### config.mk
export PLATFORM = sky130hd
export DESIGN_NAME = alu_rr_arbiter_flat
export DESIGN_NICKNAME = d
export VERILOG_FILES = /design/src/rtl/alu_rr_arbiter_if.sv /design/src/rtl/alu_rr_arbiter.sv /design/src/flat_wrapper.sv
export SDC_FILE = /design/constraint.sdc
export NUM_CORES = 1
export LEC_CHECK = 0
export BUFFER_PORTS_ARGS = -buffer_cell sky130_fd_sc_hd__buf_2
export CORE_ASPECT_RATIO = 1.2
export CORE_UTILIZATION = 28
export DETAILED_ROUTE_END_ITERATION = 10
export SLEW_MARGIN = 15
export SYNTH_ARGS = -nofsm -noshare
export SYNTH_HDL_FRONTEND = slang
export SYNTH_SLANG_ARGS = --single-unit
### constraint.sdc
create_clock -name clk -period 2.3 [get_ports clk]
set_input_delay 0.115 -clock clk [delete_from_list [all_inputs] [get_ports clk]]
set_output_delay 0.115 -clock clk [all_outputs]
set_load 0.02 [all_outputs]
### src/rtl/alu_rr_arbiter_if.sv
// Request/ALU/response bundle between the issue stages, alu_rr_arbiter and the alu.
// Arbiter side uses modport slave; requesters, alu and benches use modport master.
`ifndef DSIZE
`define DSIZE 8
`endif

interface alu_rr_arbiter_if #(
   parameter int DW   = `DSIZE,
   parameter int OPW  = 3,
   parameter int IMMW = 4
);
   logic [1:0]      req_valid;
   logic [1:0]      req_ready;
   logic [DW-1:0]   req_a0;
   logic [DW-1:0]   req_a1;
   logic [DW-1:0]   req_b0;
   logic [DW-1:0]   req_b1;
   logic [OPW-1:0]  req_op0;
   logic [OPW-1:0]  req_op1;
   logic [IMMW-1:0] req_imm0;
   logic [IMMW-1:0] req_imm1;
   logic [DW-1:0]   alu_a;
   logic [DW-1:0]   alu_b;
   logic [OPW-1:0]  alu_op;
   logic [IMMW-1:0] alu_imm;
   logic [DW-1:0]   alu_out;
   logic [1:0]      rsp_valid;
   logic [1:0]      rsp_ready;
   logic [DW-1:0]   rsp_data;
   logic            busy;

   modport slave (
      input  req_valid, req_a0, req_a1, req_b0, req_b1,
             req_op0, req_op1, req_imm0, req_imm1, alu_out, rsp_ready,
      output req_ready, alu_a, alu_b, alu_op, alu_imm, rsp_valid, rsp_data, busy
   );

   modport master (
      output req_valid, req_a0, req_a1, req_b0, req_b1,
             req_op0, req_op1, req_imm0, req_imm1, alu_out, rsp_ready,
      input  req_ready, alu_a, alu_b, alu_op, alu_imm, rsp_valid, rsp_data, busy
   );
endinterface

### src/rtl/alu_rr_arbiter.sv
// Two-requester round-robin arbiter in front of a shared combinational alu.
// Define ALU_ARB_FIXED_PRIO_EN to make requester 0 always win a tie.
`ifndef DSIZE
`define DSIZE 8
`endif

module alu_rr_arbiter #(
   parameter int DW   = `DSIZE,
   parameter int OPW  = 3,
   parameter int IMMW = 4
) (
   input  logic           clk,
   input  logic           rst_n,
   alu_rr_arbiter_if.slave bus
);
   localparam logic [1:0] IDLE = 2'd0;
   localparam logic [1:0] EXEC = 2'd1;
   localparam logic [1:0] RESP = 2'd2;

   logic [1:0]      state_q, state_d;
   logic            gnt_q, gnt_d;
   logic            last_grant_q, last_grant_d;
   logic [DW-1:0]   alu_a_q, alu_a_d;
   logic [DW-1:0]   alu_b_q, alu_b_d;
   logic [OPW-1:0]  alu_op_q, alu_op_d;
   logic [IMMW-1:0] alu_imm_q, alu_imm_d;
   logic [DW-1:0]   rsp_data_q, rsp_data_d;
   logic [1:0]      rsp_valid_q, rsp_valid_d;

   logic            win;
   logic [1:0]      req_ready;
   logic [DW-1:0]   a_arr   [2];
   logic [DW-1:0]   b_arr   [2];
   logic [OPW-1:0]  op_arr  [2];
   logic [IMMW-1:0] imm_arr [2];

   assign a_arr[0]   = bus.req_a0;
   assign a_arr[1]   = bus.req_a1;
   assign b_arr[0]   = bus.req_b0;
   assign b_arr[1]   = bus.req_b1;
   assign op_arr[0]  = bus.req_op0;
   assign op_arr[1]  = bus.req_op1;
   assign imm_arr[0] = bus.req_imm0;
   assign imm_arr[1] = bus.req_imm1;

   // A lone requester always wins; a tie goes to whoever did not win last.
   always_comb begin
      win = bus.req_valid[1];
      if (&bus.req_valid) begin
`ifdef ALU_ARB_FIXED_PRIO_EN
         win = 1'b0;
`else
         win = ~last_grant_q;
`endif
      end
   end

   generate
      for (genvar gi = 0; gi < 2; gi++) begin : g_ready
         assign req_ready[gi] = (state_q == IDLE) && bus.req_valid[gi] && (win == 1'(gi));
      end
   endgenerate

   always_comb begin
      state_d      = state_q;
      gnt_d        = gnt_q;
      last_grant_d = last_grant_q;
      alu_a_d      = alu_a_q;
      alu_b_d      = alu_b_q;
      alu_op_d     = alu_op_q;
      alu_imm_d    = alu_imm_q;
      rsp_data_d   = rsp_data_q;
      rsp_valid_d  = rsp_valid_q;
      case (state_q)
         IDLE: begin
            if (|(bus.req_valid & req_ready)) begin
               alu_a_d      = a_arr[win];
               alu_b_d      = b_arr[win];
               alu_op_d     = op_arr[win];
               alu_imm_d    = imm_arr[win];
               gnt_d        = win;
               last_grant_d = win;
               state_d      = EXEC;
            end
         end
         EXEC: begin
            // Operands have been stable at the alu for a full cycle by now.
            rsp_data_d  = bus.alu_out;
            rsp_valid_d = gnt_q ? 2'b10 : 2'b01;
            state_d     = RESP;
         end
         RESP: begin
            if (bus.rsp_ready[gnt_q]) begin
               rsp_valid_d = 2'b00;
               state_d     = IDLE;
            end
         end
         default: begin
            rsp_valid_d = 2'b00;
            state_d     = IDLE;
         end
      endcase
   end

   always_ff @(posedge clk or negedge rst_n) begin
      if (!rst_n) begin
         state_q      <= IDLE;
         gnt_q        <= 1'b0;
         last_grant_q <= 1'b1;
         alu_a_q      <= '0;
         alu_b_q      <= '0;
         alu_op_q     <= '0;
         alu_imm_q    <= '0;
         rsp_data_q   <= '0;
         rsp_valid_q  <= 2'b00;
      end else begin
         state_q      <= state_d;
         gnt_q        <= gnt_d;
         last_grant_q <= last_grant_d;
         alu_a_q      <= alu_a_d;
         alu_b_q      <= alu_b_d;
         alu_op_q     <= alu_op_d;
         alu_imm_q    <= alu_imm_d;
         rsp_data_q   <= rsp_data_d;
         rsp_valid_q  <= rsp_valid_d;
      end
   end

   assign bus.req_ready = req_ready;
   assign bus.alu_a     = alu_a_q;
   assign bus.alu_b     = alu_b_q;
   assign bus.alu_op    = alu_op_q;
   assign bus.alu_imm   = alu_imm_q;
   assign bus.rsp_valid = rsp_valid_q;
   assign bus.rsp_data  = rsp_data_q;
   assign bus.busy      = (state_q != IDLE);
endmodule

### src/flat_wrapper.sv
// flat-port wrapper written by rule: the top's interface ports become plain ports
module alu_rr_arbiter_flat 
#(
   parameter int DW   = `DSIZE,
   parameter int OPW  = 3,
   parameter int IMMW = 4
)
  (clk, rst_n, bus_req_valid, bus_req_a0, bus_req_a1, bus_req_b0, bus_req_b1, bus_req_op0, bus_req_op1, bus_req_imm0, bus_req_imm1, bus_alu_out, bus_rsp_ready, bus_req_ready, bus_alu_a, bus_alu_b, bus_alu_op, bus_alu_imm, bus_rsp_valid, bus_rsp_data, bus_busy);
  alu_rr_arbiter_if #(.DW(DW), .OPW(OPW), .IMMW(IMMW)) bus_i ();
  input  logic clk;
  input  logic rst_n;
  input wire logic [$bits(bus_i.req_valid)-1:0] bus_req_valid;
  input wire logic [$bits(bus_i.req_a0)-1:0] bus_req_a0;
  input wire logic [$bits(bus_i.req_a1)-1:0] bus_req_a1;
  input wire logic [$bits(bus_i.req_b0)-1:0] bus_req_b0;
  input wire logic [$bits(bus_i.req_b1)-1:0] bus_req_b1;
  input wire logic [$bits(bus_i.req_op0)-1:0] bus_req_op0;
  input wire logic [$bits(bus_i.req_op1)-1:0] bus_req_op1;
  input wire logic [$bits(bus_i.req_imm0)-1:0] bus_req_imm0;
  input wire logic [$bits(bus_i.req_imm1)-1:0] bus_req_imm1;
  input wire logic [$bits(bus_i.alu_out)-1:0] bus_alu_out;
  input wire logic [$bits(bus_i.rsp_ready)-1:0] bus_rsp_ready;
  output wire logic [$bits(bus_i.req_ready)-1:0] bus_req_ready;
  output wire logic [$bits(bus_i.alu_a)-1:0] bus_alu_a;
  output wire logic [$bits(bus_i.alu_b)-1:0] bus_alu_b;
  output wire logic [$bits(bus_i.alu_op)-1:0] bus_alu_op;
  output wire logic [$bits(bus_i.alu_imm)-1:0] bus_alu_imm;
  output wire logic [$bits(bus_i.rsp_valid)-1:0] bus_rsp_valid;
  output wire logic [$bits(bus_i.rsp_data)-1:0] bus_rsp_data;
  output wire logic [$bits(bus_i.busy)-1:0] bus_busy;
  assign bus_i.req_valid = bus_req_valid;
  assign bus_i.req_a0 = bus_req_a0;
  assign bus_i.req_a1 = bus_req_a1;
  assign bus_i.req_b0 = bus_req_b0;
  assign bus_i.req_b1 = bus_req_b1;
  assign bus_i.req_op0 = bus_req_op0;
  assign bus_i.req_op1 = bus_req_op1;
  assign bus_i.req_imm0 = bus_req_imm0;
  assign bus_i.req_imm1 = bus_req_imm1;
  assign bus_i.alu_out = bus_alu_out;
  assign bus_i.rsp_ready = bus_rsp_ready;
  assign bus_req_ready = bus_i.req_ready;
  assign bus_alu_a = bus_i.alu_a;
  assign bus_alu_b = bus_i.alu_b;
  assign bus_alu_op = bus_i.alu_op;
  assign bus_alu_imm = bus_i.alu_imm;
  assign bus_rsp_valid = bus_i.rsp_valid;
  assign bus_rsp_data = bus_i.rsp_data;
  assign bus_busy = bus_i.busy;
  alu_rr_arbiter #(.DW(DW), .OPW(OPW), .IMMW(IMMW)) u_core (.clk(clk), .rst_n(rst_n), .bus(bus_i));
endmodule
**Yosys cells after proc, flatten, opt, wreduce, memory -nomap -nowiden**

Cells that the tools add are included.

- Flip-flop bits (word level): 37
- Input port bits: 60
- Output and inout port bits: 36
- Logic and storage cells: 51

- $lt $le $gt $ge: 2
- Equal/unequal tests: 4
- Muxes and demuxes: 20
- Bitwise gates (word level): 5
- Reduce and logical (&&, ||, !) cells: 11

Operators with widths:

| cell | count |
|---|---|
| $mux 8 | 6 |
| $mux 4 | 3 |
| $pmux 2 s3 | 2 |
| $mux 3 | 3 |
| $reduce_and 2->1 | 4 |
| $mux 2 | 3 |
| $logic_and 1x1->1 | 4 |
| $mux 1 | 3 |
| $not 1->1 | 3 |
| $and 2x2->2 | 1 |
| $eq 2x1->1 const B | 1 |
| $eq 2x2->1 const B | 1 |
| $ge 2x2->1 const B | 1 |
| $logic_not 2->1 | 1 |
| $lt 1x2->1 const B | 1 |
| $ne 2x1->1 const B | 1 |
| $ne 2x2->1 const B | 1 |
| $not 1->2 | 1 |
| $reduce_bool 2->1 | 1 |
| $reduce_or 2->1 | 1 |

**Longest topological paths before layout**

Gate-level depths: netlist of run 1.

- Depth after elaboration: 8
- Mapped depth: 5
- Depth with buffers taken out: 3

**Worst setup path before layout of run 1**

OpenSTA, ideal clock, no wires.

- Path type: register -> register
- Start point: reg u_core.last_grant_q
- End point: reg u_core.alu_a_q[5], in the netlist u_core.bus.alu_a[5]
- Setup time: 125 ps
- Arrival time: 1444 ps
- Required time: 2175 ps
- Path slack: 731 ps
- Stages on the path, launching flop included: 6
- Buffers on the path: 2
- Clock period less this slack: 1569 ps
- Cells stage by stage: dfstp_2 -> a21bo_1 -> buf_6 -> buf_6 -> mux2_4 -> mux2_2

- Cells in the longest elaborated chain, start to end: 7
- Elaborated cells between the ends (all ways): 12
- Classes of those cells: 4 x mux; 4 x bitwise; 4 x reduce/logical

Ends and longest elaborated chain:

| element | RTL line | text |
|---|---|---|
| start, declared | alu_rr_arbiter.sv:22 | `logic last_grant_q, last_grant_d;` |
| start signal, assigned | alu_rr_arbiter.sv:119 | `last_grant_q <= last_grant_d;` |
| $not 1->1 (*) | alu_rr_arbiter.sv:53 | `win = ~last_grant_q;` |
| $mux 1 (*) | alu_rr_arbiter.sv:49 | `if (&bus.req_valid) begin` |
| $not 1->1 | alu_rr_arbiter.sv:60 | `assign req_ready[gi] = (state_q == IDLE) && bus.req_valid[gi] && (win == 1'(gi));` |
| $logic_and 1x1->1 | alu_rr_arbiter.sv:60 |  |
| $and 2x2->2 | alu_rr_arbiter.sv:76 | `if (\|(bus.req_valid & req_ready)) begin` |
| $reduce_or 2->1 | alu_rr_arbiter.sv:76 |  |
| $reduce_and 2->1 (no source line) | n/a |  |
| end signal, assigned | alu_rr_arbiter.sv:120 | `alu_a_q <= alu_a_d;` |
| end, declared | alu_rr_arbiter.sv:23 | `logic [DW-1:0] alu_a_q, alu_a_d;` |

Mark *: on every way between the ends. The rest lies on a longest branch, timed or not. The select of a mux whose other input is x is not followed.
A chain may end at the register's enable or synchronous reset.

**Worst setup path after layout of run 1**

- Start point: reg u_core.state_q[0]
- End point: out bus_req_ready[0]

- Cells in the longest elaborated chain, start to end: 3

Ends and longest elaborated chain:

| element | RTL line | text |
|---|---|---|
| start, declared | alu_rr_arbiter.sv:20 | `logic [1:0] state_q, state_d;` |
| start signal, assigned | alu_rr_arbiter.sv:117 | `state_q <= state_d;` |
| $logic_not 2->1 | alu_rr_arbiter.sv:60 |  |
| $logic_and 1x1->1 (2 in a row) | alu_rr_arbiter.sv:60 |  |
| end, declared | flat_wrapper.sv:23 | `output wire logic [$bits(bus_i.req_ready)-1:0] bus_req_ready;` |

No other way between the ends.

==> results.sh, run 1 <==
export IMPL_die_area_um2=6730
export IMPL_ys_ff_latch=37
export IMPL_min_delay_path_class="in2reg"
export IMPL_dp_hpwl_um=2760
export IMPL_row_count=31
export IMPL_insertion_delay_ns=0.29
export IMPL_criticalPathCategory="reg2out"
export IMPL_final_common_cell="buf_2"
export IMPL_ys_types=22
export IMPL_r2r_slack_ns=0.60
export IMPL_syn_to_final_growth_pct=38.0
export IMPL_clk_pin_slew_ns=0.08
export IMPL_fin_skew_ns=0.00548
export IMPL_post_cts_resized=0
export IMPL_wl_um=3630
export IMPL_vias_per_cell=4.30
export IMPL_finalNetCount=278
export IMPL_clk_path_buf_depth=2
export IMPL_min_period_ns=1.71
export IMPL_hold_viol_final=0
export IMPL_grt_total_usage_pct=12.0
export IMPL_cts_num_sinks=37
export IMPL_die_h_um=89.7
export IMPL_gp_congestion=0.643
export IMPL_maxCapViolCount=0
export IMPL_diodes=0
export IMPL_cp_required_ns=2.18
export IMPL_ir_drop_mv=0.530
export IMPL_io_pins=96
export IMPL_min_delay_start="bus_alu_out[1]"
export IMPL_min_to="u_core.bus.rsp_data[1]"
export IMPL_grt_ovfl_total=0
export IMPL_drtPass1Iterations=3
export IMPL_r2r_start="u_core.state_q[0]"
export IMPL_mostFrequentLayoutCells="95 x buf_2, 36 x mux2_2, 36 x dfrtp_1"
export IMPL_via_count=1294
export IMPL_dp_cells=292
export IMPL_drtIter0Drc=11
export IMPL_dieWidth_um=75.1
export IMPL_yosysTopAreaCell="dfrtp_1"
export IMPL_yosysWarnings=0
export IMPL_timing_final_ws_setup_ns=0.592
export IMPL_setup_tns_ns=0
export IMPL_cts_htree_levels=2
export IMPL_postCtsSetupRepairBufs=0
export IMPL_cts_tree="yes"
export IMPL_cp_max_fo=7
export IMPL_post_drt_wl_per_cell_um=12.1
export IMPL_grt_max_degree=38
export IMPL_nFillCells=616
export IMPL_outcome="finished clean"
export IMPL_drc=0
export IMPL_holdBufCountCts=1
export IMPL_synth_edf_count=0
export IMPL_relSlewSlack_pct=44.3
export IMPL_pre_cts_slack_ns=0.554
export IMPL_rsz0062_at_grt="no"
export IMPL_synthArstFlopShare_pct=100
export IMPL_setup_viol=0
export IMPL_ys_seq_area_share_pct=51.7
export IMPL_leakagePower_uw=0.00126
export IMPL_tightest_slew_ns=0.836
export IMPL_dominantRegCellSynth="dfrtp_1"
export IMPL_startpoint_type="flop"
export IMPL_cp_arrival_ns=1.59
export IMPL_crit_path_end_kind="output pin"
export IMPL_synthCells=119
export IMPL_cts_root_buf="clkbuf_8"
export IMPL_synth_nets=179
export IMPL_syn_area_um2=1790
export IMPL_avgSynthCellArea_um2=15.1
export IMPL_antenna_found_initial=0
export IMPL_port_buffers=95
export IMPL_finalMaxSlewViolations=0
export IMPL_fin_crit_sh_pct=74.2
export IMPL_synth_area_top_cells="dfrtp_1 50%, mux2_2 23%, mux2_4 15%, buf_6 1.9%, dfstp_2 1.5%"
export IMPL_r2r_cells=4
export IMPL_hold_depth=2
export IMPL_first_global_vias=1295
export IMPL_grt_pass1_wl_um=6000
export IMPL_core_area_um2=6090
export IMPL_ant_nets=0
export IMPL_reg2reg_to="u_core.bus.alu_b[4]"
export IMPL_start_util_pct=29.4
export IMPL_layoutNonFillerInstCount=301
export IMPL_drive_gt1_share_pct=74.9
export IMPL_fmax_mhz=586
export IMPL_power_density_nw_per_um2=1370
export IMPL_yosysTopAreaCellShare_pct=50.2
export IMPL_fin_hold_ws_ns=0.0539
export IMPL_cts_buffers_inserted=5
export IMPL_p_total_uw=3380
[critical path, cell delays in order, from the launching register on]
cell and delay (ns):
dfrtp_1 0.47, or3b_2 0.55, nor2b_1 0.13, buf_2 0.17
[worst max path at each step]
stage                   startpoint             endpoint  slack [ns]  cells after the start
2_1_floorplan  u_core.last_grant_q  u_core.bus.alu_a[5]        0.73                      5
3_3_place_gp     u_core.state_q[0]  u_core.bus.alu_b[2]        0.57                      4
3_5_place_dp     u_core.state_q[0]  u_core.bus.alu_a[6]        0.55                      4
4_1_cts          u_core.state_q[0]  u_core.bus.alu_a[5]        0.54                      4
5_1_grt          u_core.state_q[0]  u_core.bus.alu_a[6]        0.44                      4
6_report         u_core.state_q[0]     bus_req_ready[0]        0.59                      3
[synth_stat cells (all sizes together) (2+ instances only)]
library cell  number
o21ai              2
buf                6
o2bb2ai            2
mux2i              2
mux2              54
nand2              2
dfrtp             36
a21bo              2
inv                3
nor2b              2
[registers in the layout, summed over array words and instances (netlist names)]
name                  flops
u_core.bus.rsp_valid      2
u_core.bus.alu_a          8
u_core.bus.alu_b          8
u_core.bus.rsp_data       8
u_core.last_grant_q       1
u_core.state_q            2
u_core.bus.alu_imm        4
u_core.gnt_q              1
u_core.bus.alu_op         3
[metal layers]
layer | wire length (µm) | track usage [%]
met2 | 1810 | 21.0
met4 | 59 | 4.12
met5 | 0 | 0
met1 | 1540 | 13.7
met3 | 226 | 3.79
[metrics by stage]
| step | cell area [µm²] | utilization, % |
|---|---|---|
| 2_1_floorplan | 1790 | - |
| 3_3_place_gp | 2340 | 38.5 |
| 3_5_place_dp | 2340 | 38.5 |
| 4_1_cts | 2470 | 40.6 |
| 5_1_grt | 2470 | 40.6 |
| 6_report | 2470 | 40.6 |
[logic make-up after synthesis]
logic type,synth area share (%)
AO/OA/AOI/OAI,3.49
AND/OR/NAND/NOR,2.44
multiplexers,38.8
flip-flops,51.7
buffers and inverters,3.56
[cell type report]
cell class / instances / area [µm²] / area share, %
clock buffer: 6 / 82.6 / 3.34
tap: 82 / 103 / 4.15
timing repair buffer: 99 / 508 / 20.5
clock inverter: 2 / 37.5 / 1.52
multi-input combinational: 72 / 806 / 32.6
sequential: 37 / 927 / 37.5
inverter: 3 / 11.3 / 0.455
[where the power goes]
group | internal [µW] | leakage, µW | switching (µW) | total (µW)
Clock | 353 | 0.0000574 | 236 | 589
Sequential | 995 | 0.000434 | 186 | 1180
Combinational | 761 | 0.000766 | 847 | 1610
Power figures use the tool's default switching activity.
==> run 2, diff against run 1 <==
Clock period 2.3 ns to 1.4 ns, I/O delays scaled along.
==> run 2 against run 1 <==
Compared with the run above:
- the flow now finishes with violations (setup timing)
- largest cell class unchanged
- critical endpoint is now u_core.bus.alu_a[0]
- core utilization up 2.9 points
- non-clock buffer count grew 9
- via count grew 2.3%
==> results.sh, run 2 (same netlist as run 1, synthesis figures left out) <==
export IMPL_outcome="complete, but fails checks"
export IMPL_violations="setup timing"
export IMPL_cts_root_buf="clkbuf_8"
export IMPL_crit_path_end_kind="flop"
export IMPL_wl_um=3840
export IMPL_io_pins=96
export IMPL_vias_per_cell=4.27
export IMPL_crit_buf_inv=1
export IMPL_drc=0
export IMPL_mostFrequentLayoutCells="93 x buf_2, 36 x dfrtp_1, 32 x mux2_2"
export IMPL_cts_num_sinks=37
export IMPL_r2r_slack_ns=-0.16
export IMPL_grt_pass1_wl_um=6000
export IMPL_row_count=31
export IMPL_maxCapViolCount=0
export IMPL_cp_endpoint="u_core.bus.alu_a[0]"
export IMPL_first_global_vias=1317
export IMPL_clk_path_buf_depth=2
export IMPL_hold_viol_final=0
export IMPL_ant_nets=0
export IMPL_cts_buffers_inserted=5
export IMPL_final_common_cell="buf_2"
export IMPL_nFillCells=608
export IMPL_slowest_delay_ns=0.55
export IMPL_crit_cells=4
export IMPL_cp_top_family="multiplexers"
export IMPL_cpMaxStageDelayCell="dfstp_2"
export IMPL_worstPathCellList="a21bo_4 > buf_12 > mux2_2 > mux2_2"
export IMPL_leakagePower_uw=0.00135
export IMPL_die_area_um2=6730
export IMPL_cp_arrival_ns=1.74
export IMPL_drtIter0Drc=28
export IMPL_die_h_um=89.7
export IMPL_tightest_slew_ns=0.449
export IMPL_clk_pin_slew_ns=0.08
export IMPL_pre_cts_slack_ns=-0.229
export IMPL_critPathMostFrequentCell="mux2_2"
export IMPL_p_total_uw=5800
export IMPL_final_util_pct=43.5
export IMPL_grt_max_degree=21
export IMPL_diodes=0
export IMPL_timing_final_ws_setup_ns=-0.157
export IMPL_min_period_ns=1.56
export IMPL_port_buffers=95
export IMPL_relSlewSlack_pct=70.1
export IMPL_cts_htree_levels=2
export IMPL_drive_gt1_share_pct=76.8
export IMPL_cp_required_ns=1.58
export IMPL_dp_hpwl_um=2990
export IMPL_finalNetCount=287
export IMPL_core_area_um2=6090
export IMPL_reg2reg_to="u_core.bus.alu_a[0]"
export IMPL_fin_skew_ns=0.00886
export IMPL_ir_drop_mv=0.913
export IMPL_cts_tree="yes"
export IMPL_dieWidth_um=75.1
export IMPL_via_count=1324
export IMPL_start_util_pct=29.4
export IMPL_antenna_found_initial=0
export IMPL_power_density_nw_per_um2=2190
export IMPL_cp_max_fo=13
export IMPL_insertion_delay_ns=0.29
export IMPL_fin_hold_ws_ns=0.0119
export IMPL_gp_congestion=0.679
export IMPL_setup_viol=25
export IMPL_r2r_cells=4
export IMPL_placed_area_um2=2460
export IMPL_startpoint_type="flop"
export IMPL_drtPass1Iterations=4
export IMPL_post_drt_wl_per_cell_um=12.4
export IMPL_stdcell_area_um2=2650
export IMPL_fin_crit_sh_pct=111
export IMPL_worstSetupStartpoint="u_core.last_grant_q"
export IMPL_grt_total_usage_pct=11.9
export IMPL_rsz0062_at_grt="yes"
export IMPL_r2r_start="u_core.last_grant_q"
export IMPL_finalMaxSlewViolations=0
export IMPL_fmax_mhz=642
export IMPL_grt_ovfl_total=0
export IMPL_syn_to_final_growth_pct=47.7
export IMPL_min_delay_path_class="in2reg"
export IMPL_criticalPathCategory="reg2reg"
[run 2: layout make-up]
cell class              instances  area, µm²  share of cell area (%)
clock buffers                   6       82.6                    3.12
clock inverters                 2       13.8                   0.520
inverters                       3       11.3                   0.425
multi-input cells              72        856                    32.3
flip-flops and latches         37        927                    35.0
well taps                      82        103                    3.87
repair buffers                108        656                    24.8
[run 2: worst min-delay path by stage]
stage                         startpoint                endpoint  slack, ns  cells past startpoint
after floorplan                    rst_n     u_core.bus.alu_a[0]      -0.23                      0
after global placement             rst_n  u_core.bus.rsp_data[4]       0.05                      1
after detailed placement           rst_n  u_core.bus.rsp_data[4]       0.06                      1
after CTS                 bus_alu_out[0]  u_core.bus.rsp_data[0]      0.003                      2
after global routing      bus_alu_out[7]  u_core.bus.rsp_data[7]      0.003                      2
final                     bus_alu_out[7]  u_core.bus.rsp_data[7]       0.01                      2
[run 2: timing repair]
| action | 4_1_cts | 5_1_grt |
|---|---|---|
| setup endpoints to repair | 25 | 26 |
| gates resized for setup | 13 | 2 |
| setup buffers | 1 | 0 |
| hold endpoints to repair | 19 | 1 |
| hold buffers | 2 | 1 |
[run 2: routing by layer]
metal / global-route usage [%] / part of all wire (%) / vias to the layer above
li1: - / - / 636
met1: 13.5 / 42 / 624
met2: 20.9 / 49 / 59
met3: 4.02 / 7.6 / 5
met4: 4.12 / 1.2 / 0
met5: 0 / 0 / -
[run 2: power by group]
group / switching [µW] / leakage (µW) / internal, µW
Sequential: 286 / 0.000434 / 1640
Clock: 388 / 0.0000512 / 399
Combinational: 1530 / 0.000864 / 1560
[run 2: worst reg2reg max path, delay by kind of cell, from the launching register on]
kind | cells | cell delay, ns
mux | 2 | 0.59
flops | 1 | 0.55
buf+inv | 1 | 0.16
compound gates | 1 | 0.15
[run 2: stage by stage]
step,TNS (ns),std cells
4_1_cts,-3.42,309
3_3_place_gp,-4.03,298
2_1_floorplan,-3.02,119
3_5_place_dp,-4.34,298
5_1_grt,-4.24,310
6_report,-3.24,310
==> run 3, diff against run 2 <==
Settings changed: RECOVER_POWER set to 50.
==> run 3 against run 2 <==
Compared with the run above:
- cell area decreased by 1.1%
- the flow still finishes with violations (setup timing)
- sequential power about the same
- setup slack about the same
- combinational power decreased by 3%
- routed wire length about the same
- global-route usage unchanged
- critical path depth unchanged
==> results.sh, run 3 (same netlist as run 1, synthesis figures left out) <==
export IMPL_drc=0
export IMPL_dp_hpwl_um=2990
export IMPL_r2r_start="u_core.last_grant_q"
export IMPL_final_common_cell="buf_2"
export IMPL_hold_depth=2
export IMPL_p_sw_share_pct=38.7
export IMPL_p_int_uw=3500
export IMPL_via_count=1324
export IMPL_grt_max_degree=21
export IMPL_tightest_slew_ns=0.499
export IMPL_slowest_delay_ns=0.55
export IMPL_dp_cells=298
export IMPL_cts_htree_levels=2
export IMPL_stdcell_area_um2=2620
export IMPL_finalMaxSlewViolations=0
export IMPL_hold_viol_final=0
export IMPL_min_delay_path_class="in2reg"
export IMPL_grt_util_met1_pct=13.5
export IMPL_gp_congestion=0.679
export IMPL_row_count=31
export IMPL_leakagePower_uw=0.00129
export IMPL_crit_buf_inv=1
export IMPL_first_global_vias=1317
export IMPL_dieWidth_um=75.1
export IMPL_clk_pin_slew_ns=0.08
export IMPL_min_delay_start="bus_alu_out[7]"
export IMPL_violations="setup timing"
export IMPL_cts_num_sinks=37
export IMPL_mostFrequentLayoutCells="69 x buf_2, 36 x dfrtp_1, 32 x mux2_2"
export IMPL_outcome="complete, but fails checks"
export IMPL_fin_skew_ns=0.00894
export IMPL_grt_pass1_wl_um=6000
export IMPL_post_drt_wl_per_cell_um=12.4
export IMPL_cp_max_fo=13
export IMPL_fin_crit_sh_pct=111
export IMPL_antenna_found_initial=0
export IMPL_use_met3_pct=4.02
export IMPL_ir_drop_mv=0.856
export IMPL_met2_usage_pct=20.9
export IMPL_setup_tns_ns=-3.22
export IMPL_insertion_delay_ns=0.29
export IMPL_relSlewSlack_pct=66.8
export IMPL_cts_buffers_inserted=5
export IMPL_p_sw_uw=2210
export IMPL_diodes=0
export IMPL_vias_per_cell=4.27
export IMPL_maxCapViolCount=0
export IMPL_finalNetCount=287
export IMPL_ant_nets=0
export IMPL_cp_required_ns=1.58
export IMPL_multi_input_area_um2=856
export IMPL_cts_tree="yes"
export IMPL_io_pins=96
export IMPL_syn_to_final_growth_pct=46.1
export IMPL_power_frac_seq_pct=33.8
export IMPL_critPathMostFrequentCell="mux2_2"
export IMPL_die_area_um2=6730
export IMPL_r2r_cells=4
export IMPL_setup_viol=25
export IMPL_r2r_slack_ns=-0.16
export IMPL_top_usage_layer="met2"
export IMPL_cp_top_family="multiplexers"
export IMPL_reg2reg_to="u_core.bus.alu_a[0]"
export IMPL_clkPwrFrac_pct=13.8
export IMPL_cts_root_buf="clkbuf_8"
export IMPL_die_h_um=89.7
export IMPL_drive_gt1_share_pct=66.7
export IMPL_placed_area_um2=2460
export IMPL_crit_path_end_kind="flop"
export IMPL_core_area_um2=6090
export IMPL_pwr_share_comb_pct=52.4
export IMPL_cp_arrival_ns=1.73
export IMPL_drtPass1Iterations=4
export IMPL_power_density_nw_per_um2=2180
export IMPL_startpoint_type="flop"
export IMPL_min_to="u_core.bus.rsp_data[7]"
export IMPL_drtIter0Drc=28
export IMPL_grt_total_usage_pct=11.9
export IMPL_rsz0062_at_grt="yes"
export IMPL_pre_cts_slack_ns=-0.229
export IMPL_ff_latch_area_um2=927
export IMPL_start_util_pct=29.4
export IMPL_criticalPathCategory="reg2reg"
export IMPL_layoutNonFillerInstCount=310
export IMPL_nFillCells=612
export IMPL_min_period_ns=1.56
export IMPL_timing_final_ws_setup_ns=-0.157
export IMPL_port_buffers=95
export IMPL_worstSetupStartpoint="u_core.last_grant_q"
export IMPL_fmax_mhz=642
export IMPL_grt_ovfl_total=0
export IMPL_clk_path_buf_depth=2
export IMPL_final_util_pct=43.0
export IMPL_worstPathCellList="a21bo_4 > buf_12 > mux2_2 > mux2_2"
export IMPL_wl_um=3840
export IMPL_cpMaxStageDelayCell="dfstp_2"
-- run 3: layer usage --
metal / vias up / share of wire, %
met5: - / 0
met4: 0 / 1.2
met3: 5 / 7.7
met2: 59 / 49
met1: 624 / 42
li1: 636 / -
-- run 3: timing repair --
| item | in CTS | in global routing |
|---|---|---|
| hold buffers | 2 | 1 |
| gates resized for setup | 13 | 2 |
| endpoints found under the setup margin | 25 | 26 |
| cloned | 0 | 0 |
| setup buffers | 1 | 0 |
| endpoints found under the hold margin | 19 | 1 |
-- run 3: metrics by stage --
| step | hold slack [ns] | total power [µW] |
|---|---|---|
| floorplan | -0.226 | 3850 |
| global placement | 0.0480 | 4890 |
| detailed placement | 0.0566 | 4960 |
| CTS | 0.00251 | 5880 |
| global route | 0.00277 | 6080 |
| finish | 0.0122 | 5710 |
-- run 3: final cells by class --
cell class | count | area share (%)
clock inverter | 2 | 0.525
timing repair buffer | 108 | 23.9
tap | 82 | 3.92
clock buffer | 6 | 3.15
sequential | 37 | 35.4
inverter | 3 | 0.430
multi-input combinational | 72 | 32.7
-- run 3: worst max path at each step --
stage                                      to  slack (ns)  cells after the start
after global placement    u_core.bus.alu_a[4]       -0.20                      4
after detailed placement  u_core.bus.alu_a[1]       -0.23                      4
final                     u_core.bus.alu_a[0]       -0.16                      4
after global routing      u_core.bus.alu_a[0]       -0.19                      4
after CTS                 u_core.bus.alu_a[2]       -0.16                      4
after floorplan           u_core.bus.alu_b[6]       -0.16                      5
-- run 3: power by group through the flow --
| stage | Combinational [µW] | Sequential, µW | Clock [µW] |
|---|---|---|---|
| 2_1_floorplan | 1310 | 2540 | 0 |
| 3_5_place_dp | 3010 | 1950 | 0 |
| 5_1_grt | 3210 | 2000 | 869 |
| 6_report | 2990 | 1930 | 787 |
| 3_3_place_gp | 2960 | 1920 | 0 |
| 4_1_cts | 3130 | 1920 | 828 |
